`config.mk`:
```
export PLATFORM = sky130hd
export DESIGN_NAME = mult_nibble_sequencer
export DESIGN_NICKNAME = d
export VERILOG_FILES = /design/src/rtl/mult_nibble_sequencer.sv
export SDC_FILE = /design/constraint.sdc
export NUM_CORES = 1
export LEC_CHECK = 0
export BUFFER_PORTS_ARGS = -buffer_cell sky130_fd_sc_hd__buf_2
export CAP_MARGIN = 20
export CORE_AREA = 4 4 86 64
export DETAILED_ROUTE_END_ITERATION = 8
export DIE_AREA = 0 0 90 68
export HOLD_SLACK_MARGIN = 0.03
export PLACE_DENSITY = 0.77
export SYNTH_ARGS = -nofsm -noshare
export SYNTH_HDL_FRONTEND = slang
export SYNTH_SLANG_ARGS = --single-unit
```
`constraint.sdc`:
```
create_clock -name clk -period 3.5 [get_ports clk]
set_input_delay 0.525 -clock clk [delete_from_list [all_inputs] [get_ports clk]]
set_output_delay 0.525 -clock clk [all_outputs]
set_load 0.005 [all_outputs]
```
`src/rtl/mult_nibble_sequencer.sv`:
```
// Sequential W x W unsigned multiplier that time-shares one external 4x4 core.
// Optional zero-pair skipping is enabled by defining MULT_SKIP_ZERO_EN.
module mult_nibble_sequencer #(
  parameter int W = 8
) (
  input  logic           clk,
  input  logic           rst_n,
  input  logic           in_valid,
  output logic           in_ready,
  input  logic [W-1:0]   a,
  input  logic [W-1:0]   b,
  output logic [3:0]     mul_m,
  output logic [3:0]     mul_q,
  input  logic [7:0]     mul_p,
  output logic           out_valid,
  input  logic           out_ready,
  output logic [2*W-1:0] result,
  output logic           busy
);

  localparam int NB = W / 4;
  localparam int NP = NB * NB;
  localparam int KW = (NP > 1) ? $clog2(NP) : 1;

  typedef enum logic [1:0] {
    IDLE = 2'd0,
    MUL  = 2'd1,
    DONE = 2'd2
  } state_t;

  state_t         state_q, state_d;
  logic [W-1:0]   a_q, a_d;
  logic [W-1:0]   b_q, b_d;
  logic [2*W-1:0] acc_q, acc_d;
  logic [KW-1:0]  k_q, k_d;

  logic [3:0]     nib_a;
  logic [3:0]     nib_b;
  logic [2*W-1:0] pp;
  logic           use_pass;
  int             ki;
  int             ii;
  int             jj;

`ifdef MULT_SKIP_ZERO_EN
  // Bit p set when pass p has both operand nibbles non-zero.
  function automatic logic [NP-1:0] nz_mask(
    input logic [W-1:0] x,
    input logic [W-1:0] y
  );
    nz_mask = '0;
    for (int p = 0; p < NP; p++) begin
      nz_mask[p] = (|x[4*(p%NB) +: 4]) && (|y[4*(p/NB) +: 4]);
    end
  endfunction

  // Lowest set index >= from, or NP if none.
  function automatic int first_at(
    input logic [NP-1:0] m,
    input int            from
  );
    first_at = NP;
    for (int p = NP - 1; p >= 0; p--) begin
      if (p >= from && m[p]) first_at = p;
    end
  endfunction

  int nxt;
`endif

  always_comb begin
    ki    = int'(k_q);
    ii    = ki % NB;
    jj    = ki / NB;
    nib_a = a_q[4*ii +: 4];
    nib_b = b_q[4*jj +: 4];
    pp    = '0;
    pp[7:0] = mul_p;
    pp    = pp << (4 * (ii + jj));
`ifdef MULT_SKIP_ZERO_EN
    use_pass = (|nib_a) && (|nib_b);
`else
    use_pass = 1'b1;
`endif
  end

  // Core inputs are parked at zero whenever no pass is being consumed.
  always_comb begin
    mul_m = 4'd0;
    mul_q = 4'd0;
    if (state_q == MUL && use_pass) begin
      mul_m = nib_a;
      mul_q = nib_b;
    end
  end

  assign in_ready  = (state_q == IDLE);
  assign out_valid = (state_q == DONE);
  assign busy      = (state_q != IDLE);
  assign result    = acc_q;

  always_comb begin
    state_d = state_q;
    a_d     = a_q;
    b_d     = b_q;
    acc_d   = acc_q;
    k_d     = k_q;
`ifdef MULT_SKIP_ZERO_EN
    nxt     = NP;
`endif
    unique case (state_q)
      IDLE: begin
        if (in_valid) begin
          a_d     = a;
          b_d     = b;
          acc_d   = '0;
          k_d     = '0;
          state_d = MUL;
`ifdef MULT_SKIP_ZERO_EN
          nxt = first_at(nz_mask(a, b), 0);
          if (nxt < NP) k_d = KW'(nxt);
`endif
        end
      end
      MUL: begin
        if (use_pass) acc_d = acc_q + pp;
`ifdef MULT_SKIP_ZERO_EN
        nxt = first_at(nz_mask(a_q, b_q), ki + 1);
        if (nxt < NP) begin
          k_d = KW'(nxt);
        end else begin
          k_d     = '0;
          state_d = DONE;
        end
`else
        if (ki == NP - 1) begin
          k_d     = '0;
          state_d = DONE;
        end else begin
          k_d = k_q + KW'(1);
        end
`endif
      end
      DONE: begin
        if (out_ready) state_d = IDLE;
      end
      default: state_d = IDLE;
    endcase
  end

  always_ff @(posedge clk or negedge rst_n) begin
    if (!rst_n) begin
      state_q <= IDLE;
      a_q     <= '0;
      b_q     <= '0;
      acc_q   <= '0;
      k_q     <= '0;
    end else begin
      state_q <= state_d;
      a_q     <= a_d;
      b_q     <= b_d;
      acc_q   <= acc_d;
      k_q     <= k_d;
    end
  end

endmodule

```
==> impl_metrics.csv, run 1 <==
group,metric,value,unit
sta,final-hold-violation-count,0,
sta,final_max_slew_viol_count,0,
logic_synthesis,syn_inst,301,
logic_synthesis,ys_async_sr_fraction,100,%
clocking,cts.clk_slew.worst_paths,0.08,ns
die,std_cell_rows,21,
critical_path,cp-start-kind,"flip-flop",
die,die-width,90,µm
logic_synthesis,syn_avg_cell_area,8.26,µm²
critical_path,crit_chain,"ha_2 -> nor2_1 -> and2_1 -> ha_1 -> inv_1 -> fa_1 -> nor2b_1 -> o2111ai_1 -> a211oi_1 -> nor3_1 -> o31ai_1",
logic_synthesis,yosys.cell_types.count,44,
critical_path,rrSetupSlack,0.28,ns
logic_synthesis,synth_top_area_share,36.2,%
layout,fillers,407,
route,ant_nets,0,
layout,multi_input_area,1490,µm²
sta,fmax,310,MHz
die,start_util,53.5,%
logic_synthesis,yosysSeqAreaShare,36.2,%
logic_synthesis,synth_edf_count,0,
critical_path,cp-end-kind,"flip-flop",
grt,grt_pass1_wl,10700,µm
sta,tns,0,ns
grt,grt_max_degree,37,
sta,worstMarginPinSlew,0.849,ns
placement,io_buffers,54,
grt,gr-total-overflow,0,
status,status,"finished, final reports clean",
route,drc_errors,0,
critical_path,cp_max_fo,8,
sta,fin_hold_ws,0.307,ns
clocking,clockBufferDepth,2,
logic_synthesis,synth.most_common_cell,"nand2_1",
route,drt_first_pass_iters,5,
critical_path,critPathSlowestCell,"dfrtp_1",
sta,finalSetupViolCount,0,
critical_path,crit_buf_inv,1,
clocking,cts_sinks,36,
critical_path,worst-endpoint-arrival,3.43,ns
clocking,cts_hold_buf,0,
clocking,numCtsBuffers,5,
die,dieArea,6120,µm²
sta,timing.slew.headroom,43.3,%
critical_path,cp.required,3.71,ns
critical_path,slowest_delay,0.54,ns
logic_synthesis,synth_top_cell_by_area,"dfrtp_1",
grt,grt_pass1_vias,2147,
logic_synthesis,ys_ff_latch,36,
die,ios,55,
clocking,cts_max_level,2,
placement,place.gp.congestion,0.963,
route,top_layer,"met4",
route,drt-wirelength-per-cell,16.0,µm
flow_run,drv_cap,0,
layout,area_delta_synth_final,15.3,%
critical_path,reg2reg_depth,11,
layout,fin_nets,392,
route,met3_length,454,µm
sta,finalCriticalPeriod,3.22,ns
logic_synthesis,ys_top_cells_by_area,"dfrtp_1 36%, nand2_1 10%, ha_1 8.6%, mux2i_1 5.2%, o21ai_0 3.6%",
logic_synthesis,synth_fp_nets,347,
die,core,4650,µm²
layout,regArea,901,µm²
route,wl_met1,3240,µm
route,drtIter0Drc,164,
placement,dp_slack,0.308,ns
clocking,clockRootBuffer,"clkbuf_8",
route,vias_per_cell,5.78,
sta,final.period_utilization,92.1,%
logic_synthesis,synth-main-ff-cell,"dfrtp_1",
critical_path,setup.worst_path.class,"reg2reg",
die,die_h,68,µm
logic_synthesis,yosysWarnings,0,
clocking,cts_tree,"built",
critical_path,reg2reg_to,"result[14]$_DFFE_PN0P_",
logic_synthesis,netlist_area,2490,µm²
grt,grt_usage,22.0,%
route,dr_total_vias,2337,
placement,hpwl,4900,µm
clocking,clk_latency,0.29,ns
sta,clock_skew,0.0144,ns
logic_synthesis,yosys-top-cells-count,"69 x nand2_1, 36 x dfrtp_1, 18 x nor2_1, 18 x o21ai_0, 17 x ha_1",
grt,antenna_found_initial,0,
route,wl,6460,µm
sta,rsz0062_at_grt,"false",
layout,drive_gt1_share,21.3,%
critical_path,r2r-start,"k_q[1]$_DFFE_PN0P_",
power,peakVddDrop,573,µV
layout,diodes,0,
sta,setup_slack,0.276,ns
min_path,hold_path_class,"in2async",
power,p_per_area,1100,nW/µm²
power,p_leak,1.51,nW
critical_path,crit_family,"adder cells",
route,wl_met2,2680,µm
-- cells in the final DEF (no fill, tap or decap), types with 3 or more instances in the layout --
cell	count
a21o_1	5
a21oi_1	13
a22o_1	5
a31oi_1	5
and2_1	3
and3_1	4
buf_2	54
buf_4	3
clkbuf_8	5
dfrtp_1	36
ha_1	16
inv_1	8
mux2i_1	13
nand2_1	69
nand3_1	12
nand4_1	5
nor2_1	18
nor2b_1	9
nor3_1	5
o21ai_0	18
o31ai_1	3
xnor2_1	3
xor2_1	5
-- where the power goes --
group	leakage (nW)	switching (mW)	internal, mW
clock	0.0479	0.160	0.139
sequential	0.450	0.166	0.622
combinational	1.01	1.23	0.834
-- routing by layer --
metal,global-route usage (%),vias to the layer above
met5,0,-
met4,6.49,0
met3,3.74,9
met2,31.3,91
met1,33.8,1100
li1,-,1137
-- worst max path at each step --
stage,startpoint,end,slack (ns),depth (start not counted)
final,k_q[1]$_DFFE_PN0P_,result[14]$_DFFE_PN0P_,0.28,11
after global routing,k_q[1]$_DFFE_PN0P_,result[14]$_DFFE_PN0P_,0.01,11
after CTS,k_q[0]$_DFFE_PN0P_,result[14]$_DFFE_PN0P_,0.29,11
after detailed placement,k_q[0]$_DFFE_PN0P_,result[14]$_DFFE_PN0P_,0.31,11
after global placement,k_q[0]$_DFFE_PN0P_,result[12]$_DFFE_PN0P_,0.39,9
after floorplan,k_q[0]$_DFFE_PN0P_,result[12]$_DFFE_PN0P_,0.67,12
-- per-stage QoR --
stage	util [%]	std cells	power (mW)	instance area (µm²)
2_1_floorplan	-	301	2.24	2490
3_3_place_gp	59.8	396	2.77	2780
3_5_place_dp	59.8	396	2.81	2780
4_1_cts	61.6	404	3.12	2870
5_1_grt	61.7	404	3.44	2870
6_report	61.7	404	3.15	2870
-- area by class of cell --
type                            instances  area share (%)
Clock inverter                          3           0.654
Sequential cell                        36            31.4
Clock buffer                            5            2.40
Inverter                                8            1.05
Multi-Input combinational cell        238            51.8
Tap cell                               57            2.49
Timing Repair Buffer                   57            10.2
-- state kept, by name (all words and copies together) (netlist names) --
name and count:
b_q 8, result 16, k_q 2, a_q 8, state_q 2
-- cell families after synthesis --
| family | Yosys count | synth area share, % |
|---|---|---|
| multiplexers | 13 | 5.23 |
| AND/OR/NAND/NOR | 135 | 25.2 |
| buffers and inverters | 27 | 4.12 |
| XOR/XNOR | 8 | 2.82 |
| adder cells (fa/ha/maj) | 18 | 9.36 |
| flip-flops | 36 | 36.2 |
| AO/OA/AOI/OAI | 64 | 17.1 |
-- repair_timing --
item	4_1_cts	5_1_grt
buffers inserted	0	0
gates resized for setup	0	1
endpoints found under the setup margin	0	1
hold endpoints to repair	0	0
Note: power is estimated with default switching activity, not from simulation.
==> inputs of run 2 (changes only) <==
--- a/config.mk
+++ b/config.mk
@@ -5,13 +5,15 @@
 export SDC_FILE = /design/constraint.sdc
 export NUM_CORES = 1
 export LEC_CHECK = 0
+export ABC_AREA = 1
 export BUFFER_PORTS_ARGS = -buffer_cell sky130_fd_sc_hd__buf_2
 export CAP_MARGIN = 20
-export CORE_AREA = 4 4 86 64
+export CORE_AREA = 4 4 88 65
+export CTS_BUF_LIST = sky130_fd_sc_hd__clkbuf_4 sky130_fd_sc_hd__clkbuf_8 sky130_fd_sc_hd__clkbuf_16
 export DETAILED_ROUTE_END_ITERATION = 8
-export DIE_AREA = 0 0 90 68
+export DIE_AREA = 0 0 92 69
 export HOLD_SLACK_MARGIN = 0.03
-export PLACE_DENSITY = 0.77
+export PLACE_DENSITY = 0.76
 export SYNTH_ARGS = -nofsm -noshare
 export SYNTH_HDL_FRONTEND = slang
 export SYNTH_SLANG_ARGS = --single-unit
==> impl_metrics.csv, run 2 <==
group,metric,value,unit
sta,final.period_utilization,78.2,%
logic_synthesis,yosysWarnings,0,
logic_synthesis,yosys.cell_types.count,32,
route,dr_total_vias,2632,
route,drtIter0Drc,191,
die,die-width,92,µm
clocking,cts_tree,"built",
grt,grt_usage,22.4,%
clocking,cts_sinks,36,
logic_synthesis,synth_top_area_share,34.5,%
critical_path,crit_path_start,"k_q[0]$_DFFE_PN0P_",
critical_path,critPathSlowestCell,"dfrtp_1",
logic_synthesis,synth_top_cell_by_area,"dfrtp_1",
placement,place.gp.congestion,1.01,
power,peakVddDrop,608,µV
critical_path,cp_max_fo,9,
die,start_util,54.5,%
min_path,hold_path_class,"in2async",
grt,grt_max_degree,37,
logic_synthesis,yosysSeqAreaShare,34.5,%
critical_path,r2r-start,"k_q[0]$_DFFE_PN0P_",
clocking,cts_setup_buffers,0,
die,core,4780,µm²
logic_synthesis,ys_async_sr_fraction,100,%
grt,gr-total-overflow,0,
clocking,clockRootBuffer,"clkbuf_8",
clocking,post_cts_resized,0,
sta,final_max_slew_viol_count,0,
grt,grt_pass1_vias,2322,
clocking,numCtsBuffers,5,
sta,fmax,365,MHz
critical_path,crit_top_cell,"nand3_1",
sta,finalCriticalPeriod,2.74,ns
placement,dp_slack,0.758,ns
logic_synthesis,synth_edf_count,0,
sta,rsz0062_at_grt,"false",
critical_path,crit_chain,"ha_1 -> inv_1 -> nand2_1 -> nor2_1 -> ha_1 -> inv_1 -> fa_1 -> inv_1 -> nand3_1 -> nand3_1 -> nand3_1 -> nand3_1 -> nand2_1 -> nand3_1 -> nand2_1",
route,drt_first_pass_iters,4,
critical_path,crit_family,"adder cells",
route,wl,6840,µm
route,ant_nets,0,
grt,grt_pass1_wl,11400,µm
layout,layout_commonest_cell,"nand2_1",
placement,io_buffers,54,
logic_synthesis,syn_avg_cell_area,6.50,µm²
critical_path,cp-end-kind,"flip-flop",
placement,hpwl,5220,µm
layout,drive_gt1_share,15.1,%
status,status,"finished, final reports clean",
route,drt-wirelength-per-cell,13.0,µm
route,vias_per_cell,5.01,
die,ios,55,
layout,final_core_utilization,63.4,%
sta,final-hold-violation-count,0,
critical_path,setup.worst_path.class,"reg2reg",
power,p_per_area,1140,nW/µm²
logic_synthesis,syn_inst,401,
power,p_leak,1.85,nW
sta,timing.slew.headroom,43.6,%
layout,largest_register_ffs,16,
logic_synthesis,ys_ff_latch,36,
logic_synthesis,netlist_area,2610,µm²
die,die_h,69,µm
logic_synthesis,yosys-top-cells-count,"184 x nand2_1, 57 x inv_1, 36 x dfrtp_1",
critical_path,cp.required,3.69,ns
die,std_cell_rows,21,
layout,fin_nets,501,
clocking,cts_max_level,2,
sta,tns,0,ns
critical_path,worst-endpoint-arrival,2.93,ns
layout,area_delta_synth_final,16.3,%
logic_synthesis,synth-main-ff-cell,"dfrtp_1",
grt,antenna_found_initial,0,
flow_run,drv_cap,0,
critical_path,crit_buf_inv,3,
sta,setup_slack,0.764,ns
sta,worstMarginPinSlew,0.846,ns
clocking,cts_hold_buf,0,
die,dieArea,6350,µm²
clocking,clockBufferDepth,2,
logic_synthesis,ys_top_cells_by_area,"dfrtp_1 35%, nand2_1 26%, inv_1 8.2%, ha_1 8.2%, nand3_1 3.8%",
layout,diodes,0,
sta,clock_skew,0.00657,ns
logic_synthesis,synth.most_common_cell,"nand2_1",
critical_path,cp-start-kind,"flip-flop",
sta,finalSetupViolCount,0,
critical_path,slowest_delay,0.47,ns
layout,final_cell_mix,"184 x nand2_1, 57 x inv_1, 54 x buf_2",
clocking,cts.clk_slew.worst_paths,0.08,ns
logic_synthesis,synth_fp_nets,447,
route,drc_errors,0,
clocking,clk_latency,0.30,ns
-- run 2: cell types whose count changed after synthesis, sizes merged, moves of 5 or more --
cell	before	now
a21o	6	0
a31oi	5	0
clkbuf	16	1
inv	8	59
mux2i	13	0
nand2	69	186
nand3	12	20
nor2	18	25
nor2b	9	0
-- run 2: final timing paths --
kind | end | slack (ns) | cells after the start
setup / recovery | result[12]$_DFFE_PN0P_ | 0.76 | 15
min in group clk | state_q[1]$_DFFE_PN0P_ | 0.40 | 2
setup reg to reg | result[12]$_DFFE_PN0P_ | 0.76 | 15
hold / removal | result[13]$_DFFE_PN0P_ | 0.33 | 1
max in group asynchronous | b_q[7]$_DFFE_PN0P_ | 2.64 | 1
hold reg to reg | a_q[7]$_DFFE_PN0P_ | 0.49 | 2
-- run 2: metal layers --
metal  global-route usage, %  part of all wire (%)  vias up
li1                        -                     -     1349
met2                    31.2                    42       77
met3                    4.46                   6.4        7
met4                    5.77                  0.92        0
met1                    35.0                    51     1199
met5                       0                     0        -
-- run 2: power by group --
| group | internal (mW) | total [mW] | switching [mW] | leakage, nW |
|---|---|---|---|---|
| sequential | 0.625 | 0.790 | 0.165 | 0.449 |
| combinational | 0.823 | 2.30 | 1.48 | 1.35 |
| clock | 0.211 | 0.375 | 0.164 | 0.0541 |
-- run 2: worst reg2reg max path, cell delays in order (launching register included) --
cell and delay, ns:
dfrtp_1 0.47, ha_1 0.34, inv_1 0.23, nand2_1 0.19, nor2_1 0.15, ha_1 0.17, inv_1 0.05, fa_1 0.40
inv_1 0.09, nand3_1 0.06, nand3_1 0.13, nand3_1 0.11, nand3_1 0.08, nand2_1 0.05, nand3_1 0.07, nand2_1 0.05
-- run 2: kinds of logic after synthesis --
| family | Yosys count | share of synthesized area, % |
|---|---|---|
| xor+xnor | 2 | 0.672 |
| flops | 36 | 34.5 |
| fa+ha+maj | 18 | 8.93 |
| simple gates | 241 | 37.7 |
| compound gates | 38 | 7.77 |
| buf+inv | 66 | 10.4 |
-- run 2: stage by stage --
stage / area, µm² / instances / power [mW] / hold WS [ns]
2_1_floorplan: 2610 / 401 / 2.46 / 0.229
3_3_place_gp: 2920 / 517 / 3.01 / 0.462
3_5_place_dp: 2920 / 517 / 3.06 / 0.468
4_1_cts: 3030 / 525 / 3.46 / 0.345
5_1_grt: 3030 / 525 / 3.86 / 0.385
6_report: 3030 / 525 / 3.47 / 0.326
-- run 2: cell type report --
type / count / area, µm²
fillers: 476 / 1750
multi-input cells: 299 / 1440
flip-flops and latches: 36 / 901
repair buffers: 54 / 270
inverters: 59 / 226
well taps: 69 / 86.3
clock buffers: 5 / 68.8
clock inverters: 3 / 42.5
